File: config.mk
export PLATFORM = sky130hd
export DESIGN_NAME = random_matrix_filler
export DESIGN_NICKNAME = d
export VERILOG_FILES = /design/src/rtl/random_matrix_filler.sv
export SDC_FILE = /design/constraint.sdc
export NUM_CORES = 1
export LEC_CHECK = 0
export ABC_AREA = 0
export CELL_PAD_IN_SITES_DETAIL_PLACEMENT = 0
export CELL_PAD_IN_SITES_GLOBAL_PLACEMENT = 1
export CORE_UTILIZATION = 40
export DETAILED_ROUTE_END_ITERATION = 10
export PLACE_DENSITY_LB_ADDON = 0.1
export SYNTH_ARGS = -nofsm -noshare
export SYNTH_HDL_FRONTEND = slang
export SYNTH_SLANG_ARGS = --single-unit
File: constraint.sdc
create_clock -name clk -period 8.9 [get_ports clk]
set_clock_uncertainty 0.15 [all_clocks]
set_input_delay 1.78 -clock clk [delete_from_list [all_inputs] [get_ports clk]]
set_output_delay 1.78 -clock clk [all_outputs]
set_load 0.1 [all_outputs]
File: src/rtl/random_matrix_filler.sv
`default_nettype none
// ============================================================================
// random_matrix_filler: fills a rows x cols matrix with bounded signed values
// drawn from a multi-lane xorshift32 PRNG, written row-major over valid/ready.
// Revision: 1.0
// ============================================================================
module random_matrix_filler #(
  parameter int NUM_LANES = 4,
  parameter int ELEM_W    = 16,
  parameter int MAX_DIM   = 32,
  parameter int DIM_W     = $clog2(MAX_DIM + 1),
  parameter int ADDR_W    = $clog2(MAX_DIM * MAX_DIM)
) (
  input  logic                    clk,
  input  logic                    rst,
  input  logic                    cmd_valid,
  output logic                    cmd_ready,
  input  logic [DIM_W-1:0]        rows,
  input  logic [DIM_W-1:0]        cols,
  input  logic [ELEM_W-1:0]       val_min,
  input  logic [ELEM_W-1:0]       val_max,
  output logic                    rng_start,
  input  logic [NUM_LANES*32-1:0] rng_data,
  output logic                    wr_valid,
  input  logic                    wr_ready,
  output logic [ADDR_W-1:0]       wr_addr,
  output logic [ELEM_W-1:0]       wr_data,
  output logic                    busy,
  output logic                    done,
  output logic                    err
);

  localparam int LANE_W = (NUM_LANES > 1) ? $clog2(NUM_LANES) : 1;
  localparam int PROD_W = ELEM_W + 17;
  localparam logic [LANE_W-1:0] c_last_lane = LANE_W'(NUM_LANES - 1);
  localparam logic [DIM_W-1:0]  c_max_dim   = DIM_W'(MAX_DIM);

  typedef enum logic [1:0] {
    S_IDLE  = 2'd0,
    S_FETCH = 2'd1,
    S_EMIT  = 2'd2,
    S_FIN   = 2'd3
  } state_t;

  state_t              r_state;
  logic [31:0]         r_buf [NUM_LANES];
  logic [LANE_W-1:0]   r_lane;
  logic [ADDR_W-1:0]   r_idx;
  logic [ADDR_W-1:0]   r_last;
  logic [ELEM_W-1:0]   r_min;
  logic [ELEM_W:0]     r_span;

  logic                w_cmd_bad;
  logic [2*DIM_W-1:0]  w_total;
  logic [ELEM_W:0]     w_span;
  logic [LANE_W-1:0]   w_next_lane;
  logic [31:0]         w_word;
  logic [15:0]         w_hi;
  logic [PROD_W-1:0]   w_prod;
  logic [ELEM_W:0]     w_scaled;
  logic [ELEM_W:0]     w_sum;

  assign w_cmd_bad = (rows == '0) || (cols == '0) ||
                     (rows > c_max_dim) || (cols > c_max_dim) ||
                     ($signed(val_min) > $signed(val_max));
  assign w_total   = {DIM_W'(0), rows} * {DIM_W'(0), cols};
  // min <= max on every accepted command, so span lands in 1 .. 2^ELEM_W.
  assign w_span    = {val_max[ELEM_W-1], val_max} - {val_min[ELEM_W-1], val_min}
                     + (ELEM_W + 1)'(1);

  // The element being loaded next: lane 0 straight off the generator while
  // fetching, otherwise the following buffered lane.
  assign w_next_lane = r_lane + LANE_W'(1);
  assign w_word      = (r_state == S_FETCH) ? rng_data[31:0] : r_buf[w_next_lane];
  assign w_hi        = 16'(w_word >> 16);
  assign w_prod      = {(ELEM_W + 1)'(0), w_hi} * {16'd0, r_span};
  assign w_scaled    = (ELEM_W + 1)'(w_prod >> 16);
  assign w_sum       = {r_min[ELEM_W-1], r_min} + w_scaled;

  assign cmd_ready = (r_state == S_IDLE);
  assign busy      = (r_state != S_IDLE);
  assign wr_addr   = r_idx;

  always_ff @(posedge clk or posedge rst) begin
    if (rst) begin
      r_state   <= S_IDLE;
      r_lane    <= '0;
      r_idx     <= '0;
      r_last    <= '0;
      r_min     <= '0;
      r_span    <= '0;
      rng_start <= 1'b0;
      wr_valid  <= 1'b0;
      wr_data   <= '0;
      done      <= 1'b0;
      err       <= 1'b0;
      for (int i = 0; i < NUM_LANES; i++) r_buf[i] <= '0;
    end else begin
      rng_start <= 1'b0;
      done      <= 1'b0;
      err       <= 1'b0;
      case (r_state)
        S_IDLE: begin
          if (cmd_valid) begin
            if (w_cmd_bad) begin
              err <= 1'b1;
            end else begin
              r_min     <= val_min;
              r_span    <= w_span;
              r_last    <= ADDR_W'(w_total - (2 * DIM_W)'(1));
              r_idx     <= '0;
              rng_start <= 1'b1;
              r_state   <= S_FETCH;
            end
          end
        end
        S_FETCH: begin
          // rng_start is high this cycle, so rng_data still holds the
          // pre-advance words.
          for (int i = 0; i < NUM_LANES; i++) r_buf[i] <= rng_data[32*i +: 32];
          r_lane   <= '0;
          wr_valid <= 1'b1;
          wr_data  <= ELEM_W'(w_sum);
          r_state  <= S_EMIT;
        end
        S_EMIT: begin
          if (wr_ready) begin
            if (r_idx == r_last) begin
              wr_valid <= 1'b0;
              done     <= 1'b1;
              r_state  <= S_FIN;
            end else begin
              r_idx <= r_idx + ADDR_W'(1);
              if (r_lane == c_last_lane) begin
                wr_valid  <= 1'b0;
                rng_start <= 1'b1;
                r_state   <= S_FETCH;
              end else begin
                r_lane  <= w_next_lane;
                wr_data <= ELEM_W'(w_sum);
              end
            end
          end
        end
        S_FIN: begin
          r_state <= S_IDLE;
        end
        default: r_state <= S_IDLE;
      endcase
    end
  end

endmodule
`default_nettype wire

==> results.md, run 1 <==
* Worst Reg-to-Reg Cells at 34
* Most common cell on crit path: fa_1
* Die span in x at 211 microns
* RSZ-0062 raised after global routing: true
* Total CTS buffers at 17
* Vias in the first global route at 14.9k
* # port buffers at 143
* Final hold viol count at 0
* Pre-antenna DRT Iters at 5
* Worst-skew pair later-pin latency at 470 ps
* Hold Path Cell Cnt at 2
* Dpl cell area at around 21,000 sq um
* Drt initial violations at roughly 700
* Cell area after layout at 22,100 sq um
* Slew Limit Fails at 0
* DP HPWL at 36,600 microns
* Stages on the worst setup path at 32
* Via Count at 13.7k
* Max Cap Viol at 0
* CTS tree: built
* I/O Pins at 208
* Outcome: finished with violations
* Warnings from Yosys at 0
* Mapped cell area at 17,400 sq um
* Root buf cell: clkbuf_16
* Critical path type: in -> reg
* Min Tclk post-route at 9020 ps
* Worst min path class: reg -> reg
* H-tree depth at 4
* Syn avg cell area at 8.94 sq um
* Ratio of cells with drive above 1 in the final layout at 0.167
* Nature of the critical path startpoint: input port
* Worst setup margin at -117 ps
* Ys flop type: dfrtp_1
* ANT nets after route at 0
* Initial Utilization at 0.405
* Via/cell ratio at 4.83
* Fillers at ~4.1k
* Tightest Pin Transition at 1080 ps
* Number of enable flip-flop cells after synthesis at 0
* Max FO, Critical Path at 6
* Clock buffer depth at 2
* Flops & latches, synth at roughly 140
* Post-Synthesis Net Count at 2,537
* Cells after synthesis at 1,951
* Core area at 43,100 sq um
* Post-place setup slack at -1040 ps
* Hold_buf cts at 0
* Cell family with most CP delay: adder cells
* Reg clk slew, reported paths at about 60 ps
* Global route total overflow at 0
* Synth top area share at 0.261
* Asr flop ratio synth at 1.00
* Pin count of the biggest net entering global routing at 79
* Layout area overhead at 27.0%
* Crit-path slowest cell: fa_1
* Initial antenna violation count at 0
* Final Wtd Congestion at 0.847
* Non-filler instance count after layout at 2,824
* Netlist cell types at just under 60
* Slowest Stage Delay on Critical Path at roughly 600 ps
* Diodes inserted at 0
* Top cells by area, synth: fa_1 (26%), dfrtp_1 (20%), ha_1 (13%)
* Synth area leader: fa_1
* Req. time, crit path at 9090 ps
* Sequential-to-total area share from yosys stat at 0.202
* GRT Overall Usage at 0.226
* Clock Sinks at 141
* Wirelength per Cell at 16.4 microns
* Die ar. at 44,400 sq um
* Die Ht at ~210 microns
* First-pass GRT wire length at 77,500 microns
* Commonest non-fill, non-tap cell in the layout: nand2_1
* Most frequent cells in the layout: nand2_1 (436), inv_1 (301), fa_1 (216)
* Post-layout util at 0.514
* WL final at 46,300 microns
* Final setup viols at 2
* CP arrival at 9200 ps
* Placed instance count at about 2.7k
* CP bufs+invs at 5
* CP Capture Type: register
* Failing checks: setup timing
* Slew headroom at 0.279
* F_max at approximately 0.11 GHz
* FP Rows at 76
* Period Utilization, post-route at 1.01
* Nets at 2,812
* DRC violations left at 0
==> cell usage after synthesis, types with 2 or more instances <==
cell / instances
o2111a_1: 2
nand3_1: 16
o31ai_1: 5
buf_6: 2
or4_1: 3
nand3_2: 2
fa_1: 227
and4_1: 2
o21a_1: 8
nand4_1: 7
and3_1: 4
a211o_1: 4
a211oi_1: 6
ha_1: 183
mux2_4: 2
mux4_2: 16
nor3_1: 16
o211ai_1: 3
buf_2: 2
a21o_1: 20
o21ai_0: 65
inv_1: 315
a31o_2: 2
nor2_1: 43
clkbuf_1: 53
a2111oi_0: 3
and2_1: 102
a31oi_1: 3
nand2b_1: 21
or3_1: 4
nor4_1: 4
nand2_1: 461
a21oi_2: 2
mux2_2: 6
a21boi_0: 4
dfrtp_1: 141
a21oi_1: 34
buf_1: 10
nor2b_1: 48
o21bai_1: 9
xnor2_1: 42
xor2_1: 32
==> timing repair <==
action,in CTS,in global routing
endpoints found under the setup margin,8,10
endpoints found under the hold margin,0,0
pin swaps,60,88
gates resized for setup,72,103
setup buffers,23,19
gates cloned,2,0
==> state kept, by name, indices dropped and copies added (netlist names) <==
name       count
wr_addr       10
r_state        2
done           1
r_min         16
r_lane         2
r_buf         64
r_last        10
r_span        17
err            1
wr_valid       1
rng_start      1
wr_data       16
==> path summary, 6_finish.rpt <==
kind	from	to	slack, ps
setup / recovery	rng_data[19]	wr_data[14]	-120
hold / removal	r_buf[63]	r_buf[63]	320
setup reg to reg	r_lane[0]	wr_data[14]	-40
hold reg to reg	r_buf[63]	r_buf[63]	320
max in group asynchronous	rst	r_buf[61]	5600
min in group asynchronous	rst	r_last[9]	1620
==> cells by family (layout without fill, tap and decap cells) <==
| family | count (synthesis) | after routing | synth area share |
|---|---|---|---|
| multiplexers | 25 | 26 | 0.0268 |
| AO/OA/AOI/OAI | 182 | 182 | 0.0672 |
| buffers and inverters | 382 | 669 | 0.0832 |
| XOR/XNOR | 74 | 74 | 0.0372 |
| adder cells (fa/ha/maj) | 410 | 410 | 0.392 |
| flip-flops | 141 | 141 | 0.202 |
| AND/OR/NAND/NOR | 737 | 737 | 0.191 |
==> per-stage QoR <==
stage	hold slack, ps	TNS (ps)
after floorplan	290	0
final	320	-182
after CTS	326	-737
after global routing	338	-1150
after detailed placement	308	-7000
after global placement	304	-6950
==> worst reg2reg max path: cells and delay by family, from the launching register on <==
| kind | cells | cell delay, ps |
|---|---|---|
| buffers and inverters | 6 | 560 |
| AND/OR/NAND/NOR | 7 | 1220 |
| XOR/XNOR | 1 | 170 |
| flip-flops | 1 | 410 |
| AO/OA/AOI/OAI | 9 | 1460 |
| adder cells (fa/ha/maj) | 9 | 3950 |
| multiplexers | 2 | 890 |
==> layout make-up <==
class,instances,area [sq um],area share
multi-input combinational,1429,13100,0.590
sequential,141,3530,0.159
timing repair buffer,322,2990,0.135
inverter,315,1190,0.0536
tap,585,732,0.0331
clock buffer,18,429,0.0194
clock inverter,14,206,0.00932
==> per-layer routing <==
| layer | track usage | routed length [microns] | part of all wire | vias up |
|---|---|---|---|---|
| met3 | 0.0297 | 1120 | 0.024 | 54 |
| met5 | 0 | 0 | 0 | - |
| met1 | 0.286 | 20700 | 0.45 | 6827 |
| met2 | 0.402 | 23500 | 0.51 | 164 |
| met4 | 0.0642 | 979 | 0.021 | 0 |
| li1 | - | - | - | 6606 |
Power of run 1 is not shown: default switching activity piles up to over one toggle a cycle in this logic, so the estimate is an artifact.
==> run 2: changes to the inputs <==
CORE_ASPECT_RATIO = 1.1   (was not set)
==> results.md, run 2 (synthesized netlist as in run 1, its figures left out) <==
* CP Capture Type: register (unchanged)
* Core area at 42,600 sq um (was 43,100 sq um)
* Reg clk slew, reported paths at 70 ps (was 60 ps)
* # port buffers at 143 (unchanged)
* Slew Limit Fails at 0 (unchanged)
* Worst Reg-to-Reg Cells at 31 (was 34)
* Initial Utilization at 0.409 (was 0.405)
* Req. time, crit path at 9100 ps (was 9090 ps)
* I/O Pins at 208 (unchanged)
* Initial antenna violation count at 0 (unchanged)
* R2R setup slack at -160 ps (was -40 ps)
* WL met3 at 1180 microns (was 1120 microns)
* Most common cell on crit path: fa_1 (unchanged)
* Non-filler instance count after layout at 2,803 (was 2,824)
* Die span in x at 201 microns (was 211 microns)
* GRT Overall Usage at 0.221 (was 0.226)
* CP arrival at 9280 ps (was 9200 ps)
* Max Cap Viol at 0 (unchanged)
* Max layer used: met4 (unchanged)
* Via/cell ratio at 4.89 (was 4.83)
* Wirelength per Cell at 16.8 microns (was 16.4 microns)
* Met1 Wirelength at 20,000 microns (was 20,700 microns)
* Setup Total Neg Slack at -333 ps (was -182 ps)
* Pin count of the biggest net entering global routing at 86 (was 79)
* Vias in the first global route at 15.0k (was 14.9k)
* Wire length on met2 at 24,600 microns (was 23,500 microns)
* Layout area overhead at 27.3% (was 27.0%)
* Slowest Stage Delay on Critical Path at 540 ps (was 600 ps)
* Tightest Pin Transition at 1030 ps (was 1080 ps)
* Via Count at 13.7k (about the same)
* Largest registers: r_buf x64, r_span x17 (unchanged)
* Max FO, Critical Path at 6 (unchanged)
* Nets at 2,809 (was 2,812)
* Pre-antenna DRT Iters at 4 (was 5)
* Diodes inserted at 0 (unchanged)
* Hold Path Cell Cnt at 2 (unchanged)
* Clock buffer depth at 2 (unchanged)
* Outcome: finished with violations (unchanged)
* H-tree depth at 4 (unchanged)
* Global route total overflow at 0 (unchanged)
* Nature of the critical path startpoint: input port (unchanged)
* Slew headroom at 0.311 (was 0.279)
* Worst setup margin at -182 ps (was -117 ps)
* Total CTS buffers at 17 (unchanged)
* RSZ-0062 raised after global routing: true (unchanged)
* Most frequent cells in the layout: nand2_1 (429), inv_1 (301), fa_1 (215) (was nand2_1 (436), inv_1 (301), fa_1 (216))
* DRC violations left at 0 (unchanged)
* End of the worst register-to-register path: wr_data[15] (was wr_data[14])
* ANT nets after route at 0 (unchanged)
* Final Wtd Congestion at 0.833 (was 0.847)
* CTS tree: built (unchanged)
* F_max at 0.110 GHz (was 0.111 GHz)
* Placed instance count at 2,720 (was 2,749)
* Min Tclk post-route at 9080 ps (was 9020 ps)
* HP Start: r_buf[24] (was r_buf[63])
* Worst min path class: reg -> reg (unchanged)
* Drt initial violations at 486 (was 696)
* RR Startpoint: r_lane[1] (was r_lane[0])
* WL final at 47,100 microns (was 46,300 microns)
* Largest reg by FF count: r_buf (unchanged)
* DP HPWL at 36,400 microns (was 36,600 microns)
* Final hold viol count at 0 (unchanged)
* Period Utilization, post-route at 1.02 (was 1.01)
* Failing checks: setup timing (unchanged)
* Crit-path slowest cell: fa_1 (unchanged)
* Clock Sinks at 141 (unchanged)
* Ratio of cells with drive above 1 in the final layout at 0.169 (was 0.167)
* Commonest non-fill, non-tap cell in the layout: nand2_1 (unchanged)
* FP Rows at 79 (was 76)
* Worst-skew pair later-pin latency at 470 ps (about the same)
* Final setup viols at 2 (unchanged)
* Critical path type: in -> reg (unchanged)
* First-pass GRT wire length at 76,700 microns (was 77,500 microns)
* Die ar. at 44,400 sq um (about the same)
* Die Ht at 221 microns (was 211 microns)
* Max reg flops at 64 (unchanged)
* WHS Endpoint: r_buf[24] (was r_buf[63])
* Root buf cell: clkbuf_16 (unchanged)
[run 2: worst max-delay path by stage]
stage                       startpoint          end  slack, ps  cells after the start
after CTS                 rng_data[20]  wr_data[15]       -380                     33
after floorplan           rng_data[24]  wr_data[15]        0.2                     35
after detailed placement  rng_data[25]  wr_data[15]      -1110                     33
after global routing      rng_data[20]  wr_data[14]       -470                     32
final                     rng_data[20]  wr_data[15]       -180                     34
after global placement    rng_data[17]  wr_data[15]      -1030                     35
[run 2: critical path, delay by kind of cell]
family / cells / cell delay [ps]
adder cells (fa/ha/maj): 8 / 3500
AO/OA/AOI/OAI: 11 / 2190
XOR/XNOR: 3 / 560
AND/OR/NAND/NOR: 6 / 530
buffers and inverters: 5 / 460
multiplexers: 1 / 270
[run 2: per-layer routing]
metal | vias to the layer above | GRT usage
met2 | 201 | 0.403
li1 | 6605 | -
met5 | - | 0
met4 | 0 | 0.0680
met3 | 63 | 0.0281
met1 | 6824 | 0.268
[run 2: area by class of cell]
type / count / area [sq um]
flip-flops and latches: 141 / 3530
repair buffers: 319 / 3070
clock buffers: 19 / 443
inverters: 315 / 1190
well taps: 567 / 709
fillers: 4060 / 20400
multi-input cells: 1429 / 13100
clock inverters: 13 / 121
[run 2: metrics by stage]
stage	worst slack [ps]	hold slack, ps	utilization	cell area, sq um
final	-182	323	0.521	22200
after global routing	-468	342	0.521	22200
after CTS	-381	325	0.498	21200
after detailed placement	-1110	308	0.480	20500
after global placement	-1030	303	0.480	20500
after floorplan	0.243	290	-	17500
[run 2: what timing repair did]
action,in CTS,in global routing
pin swaps,23,87
gates cloned,2,4
gates resized for setup,26,161
setup endpoints to repair,9,10
hold buffers,0,0
setup buffers,6,40
Power of run 2 is left out for the same reason.
==> edit (settings of run 1) <==
Change the parameter `MAX_DIM` from 32 to 64.
--- a/src/rtl/random_matrix_filler.sv
+++ b/src/rtl/random_matrix_filler.sv
@@ -7,7 +7,7 @@
 module random_matrix_filler #(
   parameter int NUM_LANES = 4,
   parameter int ELEM_W    = 16,
-  parameter int MAX_DIM   = 32,
+  parameter int MAX_DIM   = 64,
   parameter int DIM_W     = $clog2(MAX_DIM + 1),
   parameter int ADDR_W    = $clog2(MAX_DIM * MAX_DIM)
 ) (
Interface: changed (resized cols, rows and wr_addr); port bits go from 208 to 212. No check against the original RTL was run, so the function may have changed too.
==> edit against run 1 <==
  * The run still ends with setup timing left
  * Hold slack improved by 0.0040 ns
  * Routed wire length up 7.3%
  * Setup slack worse by 0.40 ns
  * Via count is 3.7% higher
  * Area after synthesis is 3.4% higher
  * Sequential share of layout area increased by 0.14 points
  * Die area grew 3.4%
  * Final area grew 1.9%
  * Sequential cell count up 4
Power is not shown: default switching activity piles up to over one toggle a cycle in this logic, so the estimate is an artifact.
==> edit: results (changes against run 1) <==
first-pass GRT wire length=81250 um (was 77510 um); top cells by count, synth=nand2_1 (462), inv_1 (346), fa_1 (238) (was nand2_1 (461), inv_1 (315), fa_1 (227)); Clock Latency Late Sink=0.45 ns (was 0.47 ns); CLK BUF=17 (was 18); drt pass-1 iters=5 (unchanged); final net count=2894 (was 2812); Post-DP HPWL=40060 um (was 36590 um); inverters=346 (was 315); worst r2r path cells=36 (was 34); Overall Global Routing Usage=22.61% (was 22.60%); vias in the first global route=15330 (was 14920); final worst slack=-0.5195 ns (was -0.1169 ns); register area share after synthesis=20.12% (was 20.24%); synth unique cells=61 (was 59); n_diodes=1 (was 0); filler cell count=4321 (was 4140); Syn Nets=2622 (was 2537); Hold Startpoint=r_buf[117] (was r_buf[63]); NonClk Buf Share=13.18% (was 13.50%); GP Congestion=0.8398 (was 0.8469); Setup-failing EPs final=8 (was 2); worst stage delay on the critical path=0.54 ns (was 0.60 ns); final WL=49680 um (was 46280 um); sequential portion of the cell area=16.07% (was 15.93%); top flop regs=r_buf (64), r_span (17) (unchanged); ranking of synthesized cells by area=fa_1 (26%), dfrtp_1 (20%), ha_1 (13%), nand2_1 (9.6%), inv_1 (7.2%) (was fa_1 (26%), dfrtp_1 (20%), ha_1 (13%), nand2_1 (9.9%), inv_1 (6.8%)); CTS clk-pin slew, worst paths=0.08 ns (was 0.06 ns); status=finished with violations (unchanged); largest net degree at the start of global routing=96 (was 79); Worst-Margin Slew=1.142 ns (was 1.078 ns); crit-path max FO=10 (was 6); count of multi-input gates=1459 (was 1429); failing checks=setup timing (unchanged); Final Hold Viols=0 (unchanged); area of the multi-input gates=0.01330 mm2 (was 0.01307 mm2); input/output buffers=147 (was 143); initial antenna violation count=5 (was 0); crit path DAT=9.58 ns (was 9.20 ns); starting DRC count in detailed routing=557 (was 696); layout cell share with drive strength beyond 1=14.24% (was 16.75%); DR vias=14160 (was 13650); clk cell area share=2.749% (was 2.870%); worst setup path startpoint=rng_data[23] (was rng_data[19])
==> edit: cell families after synthesis <==
| logic type | share of synthesized area (%) |
|---|---|
| simple gates | 18.41 |
| fa+ha+maj | 39.39 |
| buf+inv | 8.756 |
| compound gates | 6.758 |
| flops | 20.12 |
| xor+xnor | 3.934 |
| mux | 2.630 |
==> edit: timing repair <==
action,CTS,global route
pin swaps,29,44
resized for setup,33,48
setup endpoints to repair,10,12
buffers inserted,14,22
hold endpoints to repair,0,0
cloned,0,1
==> edit: worst max-delay path: cells and delay by family <==
family,cells,cell delay (ns)
simple gates,4,0.30
fa+ha+maj,8,3.62
xor+xnor,2,0.27
buf+inv,12,1.71
compound gates,11,1.87
==> edit: path summary, 6_finish.rpt <==
path	endpoint	slack [ns]
worst max-delay path	wr_data[14]	-0.52
worst max register to register	wr_data[14]	-0.39
worst min register to register	r_buf[117]	0.32
min in group asynchronous	r_buf[48]	1.65
worst min-delay path	r_buf[117]	0.32
max in group asynchronous	wr_data[11]	5.45
==> edit: routing by layer <==
layer / global-route usage [%] / part of all wire, % / up-vias
met5: 0 / 0.060 / -
met4: 6.310 / 2.0 / 4
met3: 3.418 / 4.0 / 46
met2: 38.58 / 49 / 223
met1: 29.78 / 45 / 7093
li1: - / - / 6793
==> edit: stage by stage <==
| stage | std cells | cell area (um2) | TNS, ns | setup slack, ns |
|---|---|---|---|---|
| detailed placement | 2829 | 21370 | -12.63 | -1.423 |
| floorplan | 2019 | 18260 | -0.3325 | -0.1582 |
| finish | 2897 | 22570 | -2.391 | -0.5195 |
| CTS | 2875 | 22260 | -3.068 | -0.6040 |
| global route | 2896 | 22570 | -5.849 | -0.8443 |
| global placement | 2829 | 21370 | -11.99 | -1.362 |
